--- src/rtl/int2fp_conv.sv ---
// int2fp_conv: multi-cycle integer to IEEE 754 binary floating-point converter.
// Converts a signed or unsigned INT_W-bit integer into a {sign, exponent, mantissa}
// word with EXP_W exponent bits and MAN_W stored-mantissa bits, using either
// truncation or round-to-nearest-even. Overflow saturates to +/-infinity.
//
// Ports:
//   clk      - clock, all logic on rising edge
//   reset    - synchronous, active-high
//   dataIn   - integer operand, latched on accept
//   rnd      - rounding mode (0 = truncate, 1 = nearest-even), latched on accept
//   R_I      - request, accepted only while idle
//   dataOut  - converted result, held until the next result
//   R_O      - one-cycle pulse marking dataOut/ovf/inexact valid
//   busy     - high from accept until the result edge
//   ovf      - result saturated to infinity
//   inexact  - discarded bits were nonzero
//
// state | meaning
// IDLE  | waiting for R_I
// ABS   | take magnitude, short-cut zero
// NORM  | shift left until the leading 1 reaches the MSB
// ROUND | round, bias exponent, write result
module int2fp_conv #(
    parameter int INT_W  = 16,
    parameter int EXP_W  = 5,
    parameter int MAN_W  = 10,
    parameter int SIGNED = 1
) (
    input  logic                     clk,
    input  logic                     reset,
    input  logic [INT_W-1:0]         dataIn,
    input  logic                     rnd,
    input  logic                     R_I,
    output logic [EXP_W+MAN_W:0]     dataOut,
    output logic                     R_O,
    output logic                     busy,
    output logic                     ovf,
    output logic                     inexact
);

    // e only ever spans 0..INT_W-1
    localparam int E_W   = $clog2(INT_W);
    // Biased exponent width: room for BIAS + (INT_W-1) + rounding carry without wrap
    localparam int EB_W  = ((EXP_W > E_W) ? EXP_W : E_W) + 2;
    // Bits below the leading 1, padded so m, G and S always exist
    localparam int EXT_W = INT_W + MAN_W + 1;

    localparam logic [EB_W-1:0] BIAS = {{(EB_W-EXP_W+1){1'b0}}, {(EXP_W-1){1'b1}}};
    localparam logic [EB_W-1:0] EMAX = {{(EB_W-EXP_W){1'b0}}, {EXP_W{1'b1}}};

    typedef enum logic [1:0] {IDLE, ABS, NORM, ROUND} state_t;

    state_t           state;
    logic [INT_W-1:0] mag;
    logic [E_W-1:0]   e;
    logic             sign_r;
    logic             rnd_r;

    logic [EXT_W-1:0] ext;
    logic [MAN_W-1:0] m_trunc;
    logic             g_bit;
    logic             s_bit;
    logic             round_up;
    logic [MAN_W:0]   m_sum;
    logic [EB_W-1:0]  eb;

    always_comb begin
        ext      = {mag[INT_W-2:0], {(MAN_W+2){1'b0}}};
        m_trunc  = ext[EXT_W-1 -: MAN_W];
        g_bit    = ext[EXT_W-1-MAN_W];
        s_bit    = |ext[EXT_W-2-MAN_W:0];
        round_up = rnd_r & g_bit & (s_bit | m_trunc[0]);
        // A carry out of the mantissa leaves m_sum[MAN_W-1:0] at zero and bumps e
        m_sum    = {1'b0, m_trunc} + (MAN_W+1)'(round_up);
        eb       = EB_W'(e) + BIAS + EB_W'(m_sum[MAN_W]);
    end

    always_ff @(posedge clk) begin
        if (reset) begin
            state   <= IDLE;
            mag     <= '0;
            e       <= '0;
            sign_r  <= 1'b0;
            rnd_r   <= 1'b0;
            dataOut <= '0;
            R_O     <= 1'b0;
            busy    <= 1'b0;
            ovf     <= 1'b0;
            inexact <= 1'b0;
        end else begin
            R_O <= 1'b0;
            case (state)
                IDLE: begin
                    if (R_I) begin
                        mag    <= dataIn;
                        rnd_r  <= rnd;
                        sign_r <= (SIGNED != 0) && dataIn[INT_W-1];
                        busy   <= 1'b1;
                        state  <= ABS;
                    end
                end
                ABS: begin
                    // Negating the most negative value gives 2^(INT_W-1) as unsigned
                    if (mag == '0) begin
                        dataOut <= '0;
                        ovf     <= 1'b0;
                        inexact <= 1'b0;
                        R_O     <= 1'b1;
                        busy    <= 1'b0;
                        state   <= IDLE;
                    end else begin
                        mag   <= sign_r ? (~mag + 1'b1) : mag;
                        e     <= E_W'(INT_W-1);
                        state <= NORM;
                    end
                end
                NORM: begin
                    if (mag[INT_W-1]) begin
                        state <= ROUND;
                    end else begin
                        mag <= mag << 1;
                        e   <= e - 1'b1;
                    end
                end
                ROUND: begin
                    inexact <= g_bit | s_bit;
                    if (eb >= EMAX) begin
                        dataOut <= {sign_r, {EXP_W{1'b1}}, {MAN_W{1'b0}}};
                        ovf     <= 1'b1;
                    end else begin
                        dataOut <= {sign_r, eb[EXP_W-1:0], m_sum[MAN_W-1:0]};
                        ovf     <= 1'b0;
                    end
                    R_O   <= 1'b1;
                    busy  <= 1'b0;
                    state <= IDLE;
                end
                default: state <= IDLE;
            endcase
        end
    end

endmodule
--- config.mk ---
export PLATFORM = sky130hd
export DESIGN_NAME = int2fp_conv
export DESIGN_NICKNAME = d
export VERILOG_FILES = /design/src/rtl/int2fp_conv.sv
export SDC_FILE = /design/constraint.sdc
export NUM_CORES = 1
export LEC_CHECK = 0
export CORE_MARGIN = 2
export CORE_UTILIZATION = 45
export CTS_BUF_LIST = sky130_fd_sc_hd__clkbuf_16
export DETAILED_ROUTE_END_ITERATION = 10
export PLACE_DENSITY = 0.65
export SLEW_MARGIN = 20
export SYNTH_ARGS = -nofsm -noshare
export SYNTH_HDL_FRONTEND = slang
export SYNTH_SLANG_ARGS = --single-unit
--- constraint.sdc ---
create_clock -name clk -period 3.8 [get_ports clk]
set_input_delay 0.76 -clock clk [delete_from_list [all_inputs] [get_ports clk]]
set_output_delay 0.76 -clock clk [all_outputs]
set_load 0.01 [all_outputs]
## After elaboration in Yosys (flattened, before gate mapping)

Cells that the tools add are included.

- Bits in registers: 44
- Output and inout bits: 20

- Add/sub/neg operators: 5
- $lt $le $gt $ge: 1
- Equal/unequal tests: 9
- Multiplexer cells: 23
- Bitwise gates (word level): 5
- Reduce and logical (&&, ||, !) cells: 14

Operator list:

| operator | count |
|---|---|
| two-way mux 16 bit | 5 |
| case mux 16 bit (3 select lines) | 1 |
| case mux 16 bit (2 select lines) | 1 |
| adder 16 x 1 -> 16 bit, second input constant | 1 |
| zero test 16 bit | 1 |
| NOT 16 bit | 1 |
| two-way mux 15 bit | 1 |
| inequality test 2 bit, second input constant | 6 |
| adder 10 x 1 -> 11 bit | 1 |
| two-way mux 4 bit | 2 |
| case mux 2 bit (4 select lines) | 1 |
| case mux 4 bit (2 select lines) | 1 |
| adder 5 x 1 -> 6 bit | 1 |
| greater-or-equal comparator 6 x 5 -> 1 bit, second input constant | 1 |
| two-way mux 2 bit | 3 |
| case mux 1 bit (2 select lines) | 3 |
| AND reduction 2 bit | 3 |
| AND reduction 3 bit | 2 |
| nonzero test 3 bit | 2 |
| adder 4 x 4 -> 5 bit, second input constant | 1 |
| AND reduction 5 bit | 1 |
| equality test 2 bit, second input constant | 2 |
| two-way mux 1 bit | 4 |
| AND reduction 4 bit | 1 |
| other kinds (8) | 11 |

## Longest topological paths before layout

Gate-level depths: netlist (run 1).

- Word-level depth: 8
- Mapped depth: 14

## Worst setup path before layout (run 1)

No wires, ideal clock.

- Path kind: register to register
- From: register mag[0]
- To: register dataOut[0]
- Setup time: 132 ps
- Arrival: 2988 ps
- Data required time: 3668 ps
- Slack: 680 ps
- Cell stages (with the launch flop): 15
- Clock period less this slack: 3120 ps
- Cell sequence: dfxtp_1 inv_1 ha_1 or3b_4 o211a_1 ha_1 ha_1 nand4_1 ha_1 ha_1 nand2b_1 or4_1 nand2_1 or3b_1 a21oi_1

- Longest elaborated chain between the ends: 8
- Elaborated cells on any way between the ends: 11
- Those cells by class: add/sub: 2; order compare: 1; eq/ne: 1; mux: 2; bitwise: 2; reduce/logical: 3

Ends and longest elaborated chain:

| item | line | text |
|---|---|---|
| start: declaration | 54 | `logic [INT_W-1:0] mag;` |
| start signal: assignment | 95 | `mag <= dataIn;` |
| start signal: assignment | 112 | `mag <= sign_r ? (~mag + 1'b1) : mag;` |
| start signal: assignment | 121 | `mag <= mag << 1;` |
| OR reduction 4 bit | 71 | `s_bit = \|ext[EXT_W-2-MAN_W:0];` |
| bitwise OR 1 bit | 72 | `round_up = rnd_r & g_bit & (s_bit \| m_trunc[0]);` |
| bitwise AND 1 bit | 72 |  |
| adder 10 x 1 -> 11 bit | 74 | `m_sum = {1'b0, m_trunc} + (MAN_W+1)'(round_up);` |
| adder 5 x 1 -> 6 bit | 75 | `eb = EB_W'(e) + BIAS + EB_W'(m_sum[MAN_W]);` |
| greater-or-equal comparator 6 x 5 -> 1 bit | 127 | `if (eb >= EMAX) begin` |
| two-way mux 15 bit | 127 |  |
| case mux 16 bit (2 select lines) | 92 | `case (state)` |
| end signal: assignment | 128 | `dataOut <= {sign_r, {EXP_W{1'b1}}, {MAN_W{1'b0}}};` |
| end signal: assignment | 131 | `dataOut <= {sign_r, eb[EXP_W-1:0], m_sum[MAN_W-1:0]};` |
| end: declaration | 34 | `output logic [EXP_W+MAN_W:0] dataOut,` |

Parallel ways exist; a longest one is shown, timed or not.
A chain may end at the register's enable or synchronous reset.

## Worst setup path in the final report (run 1)

- From: register mag[0]
- To: register dataOut[6]

Same word-level chain as after synthesis.

==> results of run 1 <==
[worst max-delay path, delay by kind of cell (launching register included)]
family                   cells  cell delay, ns
adder cells (fa/ha/maj)      5            1.13
AO/OA/AOI/OAI                2            0.24
XOR/XNOR                     1            0.14
AND/OR/NAND/NOR              5            1.32
flip-flops                   1            0.40
buffers and inverters        1            0.08
[cells in the mapped netlist (2+ instances only)]
cell / count / share of area, %
a211oi_1: 4 / 1.1
a21oi_1: 32 / 5.9
a221o_1: 2 / 0.74
a221oi_1: 2 / 0.65
a31oi_1: 4 / 0.92
and3_1: 3 / 0.69
and4_1: 2 / 0.65
clkbuf_1: 23 / 3.2
clkinv_1: 2 / 0.28
dfxtp_1: 44 / 33
ha_1: 12 / 5.5
inv_1: 12 / 1.7
mux2i_1: 2 / 0.74
nand2_1: 31 / 4.3
nand2b_1: 4 / 0.92
nand3_1: 9 / 1.7
nand4_1: 9 / 2.1
nor2_1: 15 / 2.1
nor2b_1: 6 / 1.4
nor3_1: 10 / 1.8
nor3_4: 2 / 1.2
nor3b_1: 2 / 0.55
nor4_1: 7 / 1.6
o211ai_1: 6 / 1.7
o21a_1: 2 / 0.55
o21ai_0: 17 / 3.1
o221ai_1: 2 / 0.65
o2bb2ai_1: 10 / 3.2
o31ai_1: 3 / 0.83
o41ai_1: 2 / 0.65
or3_1: 11 / 2.5
or3b_1: 2 / 0.65
or4_1: 3 / 0.83
xnor2_1: 8 / 2.6
xor2_1: 6 / 1.9
[per-layer routing]
| layer | vias to the layer above | wire, um | global-route usage (%) |
|---|---|---|---|
| li1 | 1293 | - | - |
| met1 | 1218 | 3360 | 28.9 |
| met2 | 78 | 3170 | 35.5 |
| met3 | 5 | 423 | 5.05 |
| met4 | 0 | 58 | 5.17 |
| met5 | - | 0 | 0 |
[kinds of logic (layout without fill, tap and decap cells)]
group | after synthesis | in the layout
AO/OA/AOI/OAI | 101 | 101
XOR/XNOR | 14 | 14
adder cells (fa/ha/maj) | 12 | 12
buffers and inverters | 42 | 66
flip-flops | 44 | 44
multiplexers | 2 | 2
AND/OR/NAND/NOR | 123 | 123
[area by class of cell]
cell class | count | area [um2] | area share (%)
clock inverters | 3 | 42.5 | 1.30
repair buffers | 43 | 420 | 12.8
well taps | 75 | 93.8 | 2.86
multi-input cells | 252 | 1660 | 50.6
flip-flops and latches | 44 | 881 | 26.9
inverters | 15 | 57.6 | 1.76
clock buffers | 5 | 125 | 3.82
[stage by stage]
step	cells	setup WS (ns)	power, mW	util [%]	cell area, um2
5_1_grt	437	0.0622	2.30	55.7	3280
6_report	437	0.347	2.15	55.7	3280
3_3_place_gp	429	0.423	1.64	52.8	3110
2_1_floorplan	338	0.680	1.43	-	2710
4_1_cts	437	0.334	2.14	55.7	3280
3_5_place_dp	429	0.336	1.65	52.8	3110
[state kept, by name, summed over array words and instances (netlist names), named ones only]
signal / cells
inexact: 1
rnd_r: 1
R_O: 1
busy: 1
sign_r: 1
state: 1
mag: 16
dataOut: 16
ovf: 1
e: 4
[final timing paths]
kind                    from  cells past startpoint         end  slack, ns
hold reg to reg   dataOut[1]                      2  dataOut[1]       0.45
setup / recovery      mag[0]                     14  dataOut[6]       0.35
setup reg to reg      mag[0]                     14  dataOut[6]       0.35
hold / removal    dataOut[1]                      2  dataOut[1]       0.45
[power by group through the flow]
stage	logic (mW)	registers, mW	clock network (mW)
2_1_floorplan	0.812	0.615	0
3_3_place_gp	0.927	0.710	0
3_5_place_dp	0.935	0.713	0
4_1_cts	0.940	0.703	0.500
5_1_grt	1.05	0.724	0.525
6_report	0.951	0.706	0.497
==> metrics.md, run 1 <==
| Metric | Value |
|---|---|
| Xor and xnor area share after synthesis | 4.53% |
| Ys async rst share | 0% |
| ANT cells | 0 |
| Int Power | 1.25 mW |
| Outcome | complete, no violations |
| Core ar. | 5890 um2 |
| Flop pwr share | 32.8% |
| Combinational fraction of design power | 44.2% |
| Largest family of logic cells by synthesized area | simple AND/OR/NAND/NOR gates |
| Critical path's largest stage delay | 0.54 ns |
| TritonRoute pass-1 iters | 5 |
| Total track usage | 21.6% |
| CTS Root Cell | clkbuf_16 |
| Worst-Margin Slew | 1.14 ns |
| Max-cap viol count | 0 |
| Post-synth top flop | dfxtp_1 |
| Most frequent CP cell | ha_1 |
| Vias/cell | 5.94 |
| Adder-Cell Fraction of Synth Area | 5.54% |
| RSZ-0062 raised after global routing | false |
| Simple-gate share of the synthesized area | 25.5% |
| Startpoint types | flop |
| PortBufs | 39 |
| Mapped Avg Cell Area | 8.01 um2 |
| Max Clk Rate | 290 MHz |
| Synth warn | 0 |
| CTS tree | built |
| Clock latency on the worst-skew pair | 0.29 ns |
| Maximum clock path buffer count | 2 |
| Vias in the first global route | 2363 |
| Final setup viols | 0 |
| Clock-pin slew on the worst setup and hold paths | 0.06 ns |
| LEAKAGE | 1.13 nW |
| Die footprint | 6660 um2 |
| Die Y | 81.6 um |
| Net count after synthesis | 370 |
| Total Wirelength | 7010 um |
| Number of flops mapped to enable cells by yosys | 0 |
| Post-synthesis mux area share | 0.739% |
| GP Congestion | 0.879 |
| Sequential fraction of the synthesis area | 32.5% |
| Initial antenna violation count | 0 |
| Final hold vios | 0 |
| Post-CTS resize count | 0 |
| Crit Path Class | flop to flop |
| Setup TNS | 0 ns |
| Final Max Tran Viols | 0 |
| CP Cell Sequence | inv_1 > ha_1 > or3b_4 > o211a_1 > ha_1 > ha_1 > nand4_1 > ha_1 > ha_1 > xnor2_1 > or4_1 > nand2_1 > or3_1 > a21oi_1 |
| Worst VDD drop | 0.000346 V |
| Cell area after synthesis | 2710 um2 |
| # IOs | 40 |
| Compound-cell area share of the yosys netlist | 24.9% |
| First-pass GRT wire length | 11200 um |
| Arrival @ worst endpoint | 3.61 ns |
| WL/cell | 16.0 um |
| Slowest cell on crit path | or4_1 |
| Required @ worst endpoint | 3.96 ns |
| Period utilization | 90.9% |
| Largest net degree at the start of global routing | 35 |
| Die X | 81.6 um |
| FP Rows | 28 |
| Initial drt markers | 165 |
| CTS hold repair buffers | 0 |
| Clock power share | 23.1% |
| Setup repair bufs after CTS | 0 |
| Area Growth Syn to Fin | 21.0% |
| Net switching fraction of the power | 42.1% |
| Clock Sinks | 44 |
| Psw | 0.908 mW |
| Drt drc | 0 |
| WHS | 0.451 ns |
| FF+latch count, synth | 44 |
| Fillers | 554 |
| Global route overflow | 0 |
| PwrDens | 657 nW/um2 |
| Synth cell types | 62 |
| Antenna Nets Post-Route | 0 |
| Most frequent cells in the layout | 44 x dfxtp_1, 39 x clkdlybuf4s50_1, 32 x a21oi_1 |
| Gate count of the mapped netlist | 338 |
| Final min period | 3.45 ns |
| Worst-path maximum fanout | 10 |
| Relative slew slack | 23.3% |
| Commonest non-fill, non-tap cell in the layout | dfxtp_1 |
| Fin nets | 393 |
| Setup crit end kind | flop |
| Starting Density | 46.0% |
| Clock skew | 0.00585 ns |
| Layout cell share with drive strength beyond 1 | 5.80% |
| Hold/Removal Path Class | flop to flop |
| DP Wirelength | 4740 um |
| Via count | 2594 |
| CTS Buf Count | 5 |
| H-tree depth | 2 |
Note: power is estimated with default switching activity, not from simulation.
==> run 2: changes to the inputs <==
CORE_ASPECT_RATIO = 0.5   (was not set)
GPL_TIMING_DRIVEN = 0   (was not set)
==> run 2 against run 1 <==
  * Total power grew 5.1%
  * Non-clock buffer count rose by 22
  * Sequential share of layout area down 0.61 points
  * Via count rose by 6.3%
  * Maximum frequency fell by 3.9%
  * First-iteration DRC count rose by 59%
  * Clock power rose by 2%
  * Setup slack got worse by 0.14 ns
==> metrics.md, run 2 (synthesized netlist as in run 1, its figures left out) <==
| Metric | Value |
|---|---|
| Outcome | complete, no violations |
| Worst-path maximum fanout | 10 (unchanged) |
| Layout cell share with drive strength beyond 1 | 5.73% (-0.072 points) |
| Dpl cell area | 3180 um2 (+2.3%) |
| Vias in the first global route | 2584 (+9.4%) |
| Hold/Removal Path Class | flop to flop |
| PortBufs | 38 (-2.6%) |
| # IOs | 40 (unchanged) |
| Setup TNS | 0 ns (unchanged) |
| Antenna Nets Post-Route | 0 (unchanged) |
| Starting Density | 48.1% (+2.1 points) |
| Final min period | 3.59 ns (+0.139 ns) |
| Final Cell Area | 3350 um2 (+2.3%) |
| Worst Slack Setup Final | 0.208 ns (-0.139 ns) |
| Max Clk Rate | 278 MHz (-3.9%) |
| CTS Root Cell | clkbuf_16 |
| Clock Sinks | 44 (unchanged) |
| ANT cells | 0 (unchanged) |
| Highest metal used | met4 |
| CTS hold repair buffers | 0 (unchanged) |
| Dpl cells | 449 (+4.7%) |
| Total track usage | 25.5% (+3.9 points) |
| Biggest regs | dataOut x16, mag x16, e x4 |
| DP Worst Slack | 0.133 ns (-0.203 ns) |
| DP Wirelength | 5870 um (+24%) |
| Met3 wire length | 733 um (+73%) |
| Via count | 2757 (+6.3%) |
| Initial antenna violation count | 0 (unchanged) |
| Period utilization | 94.5% (+3.7 points) |
| Most frequent cells in the layout | 44 x dfxtp_1, 38 x clkdlybuf4s50_1, 32 x a21oi_1 |
| Worst VDD drop | 0.000338 V (-2.5%) |
| WHS | 0.452 ns (+0.00159 ns) |
| H-tree depth | 2 (unchanged) |
| Met2 routed WL | 3330 um (+5.2%) |
| Die X | 114 um (+39%) |
| Drt drc | 0 (unchanged) |
| WL/cell | 18.0 um (+12%) |
| Clock skew | 0.00554 ns (-0.000305 ns) |
| PwrDens | 675 nW/um2 (+2.7%) |
| Fin nets | 415 (+5.6%) |
| Arrival @ worst endpoint | 3.75 ns (+0.14 ns) |
| Commonest non-fill, non-tap cell in the layout | dfxtp_1 |
| Worst-Margin Slew | 0.818 ns (-0.325 ns) |
| CTS tree | built |
| GP Congestion | 0.913 (+3.8%) |
| Initial drt markers | 263 (+59%) |
| Die footprint | 6690 um2 (+0.57%) |
| TritonRoute pass-1 iters | 5 (unchanged) |
| LEAKAGE | 1.15 nW (+1.6%) |
| Largest net degree at the start of global routing | 15 (-57%) |
| Fillers | 506 (-8.7%) |
| Pwr Total | 2.26 mW (+5.1%) |
| Area Growth Syn to Fin | 23.8% |
| Die Y | 58.9 um (-28%) |
| CTS Buf Count | 5 (unchanged) |
| Relative slew slack | 45.0% (+22 points) |
| Core ar. | 5630 um2 (-4.3%) |
| Required @ worst endpoint | 3.96 ns (about the same) |
| RSZ-0062 raised after global routing | false |
| Total Wirelength | 8210 um (+17%) |
| First-pass GRT wire length | 13100 um (+18%) |
| Global route overflow | 0 (unchanged) |
| Crit Path Class | flop to flop |
| Clock-pin slew on the worst setup and hold paths | 0.06 ns (about the same) |
| Vias/cell | 6.03 (+1.6%) |
| Final setup viols | 0 (unchanged) |
| Setup crit end kind | flop |
| FP Rows | 19 (-32%) |
| Setup repair bufs after CTS | 0 (unchanged) |
| Final hold vios | 0 (unchanged) |
| Fin util | 59.5% (+3.8 points) |
| Startpoint types | flop |
| Maximum clock path buffer count | 2 (unchanged) |
| M1 wire length | 4070 um (+21%) |
| Final Max Tran Viols | 0 (unchanged) |
| Max-cap viol count | 0 (unchanged) |
| Post-Layout Cell Count | 457 (+4.6%) |
| Clock latency on the worst-skew pair | 0.30 ns (about the same) |
[run 2: cell count changes in the layout (fill, tap and decap cells not counted)]
| cell | change |
|---|---|
| nand2_2 | +1 |
| buf_1 | +1 |
| nand2_1 | -1 |
| ha_1 | -1 |
| clkdlybuf4s50_1 | -1 |
| buf_2 | +1 |
| ha_2 | +1 |
| buf_4 | -3 |
| clkbuf_1 | +23 |
| buf_6 | +1 |
[run 2: area by class of cell]
| type | count | area [um2] | share of cell area, % |
|---|---|---|---|
| buffer | 27 | 114 | 3.40 |
| timing repair buffer | 38 | 380 | 11.3 |
| sequential | 44 | 881 | 26.3 |
| clock inverter | 3 | 42.5 | 1.27 |
| multi-input combinational | 252 | 1660 | 49.6 |
| inverter | 15 | 57.6 | 1.72 |
| tap | 73 | 91.3 | 2.72 |
| clock buffer | 5 | 125 | 3.73 |
[run 2: path summary, 6_finish.rpt]
kind / to / cells past startpoint / slack (ns) / start
max: dataOut[2] / 14 / 0.21 / mag[0]
min: dataOut[6] / 2 / 0.45 / dataOut[6]
max reg2reg: dataOut[2] / 14 / 0.21 / mag[0]
min reg2reg: dataOut[6] / 2 / 0.45 / dataOut[6]
[run 2: repair_timing]
item / in CTS / in global routing
resized for setup: 0 / 2
setup endpoints to repair: 0 / 9
hold endpoints to repair: 0 / 0
[run 2: power by group]
part	internal [mW]	total [mW]	switching, mW
logic	0.422	1.13	0.711
registers	0.543	0.627	0.0838
clock network	0.309	0.505	0.196
[run 2: per-layer routing]
metal | global-route usage [%] | vias to the layer above
li1 | - | 1333
met1 | 36.9 | 1284
met2 | 37.7 | 130
met3 | 6.59 | 10
met4 | 7.32 | 0
met5 | 0 | -
[run 2: critical path, cell delays in order, from the launching register on]
cell,delay (ns)
dfxtp_1,0.41
inv_1,0.09
ha_1,0.22
or3b_4,0.28
o211a_1,0.15
ha_1,0.28
ha_2,0.29
nand4_1,0.14
ha_1,0.25
ha_1,0.20
xnor2_1,0.14
or4_1,0.58
nand2_2,0.19
or3_1,0.16
a21oi_1,0.07
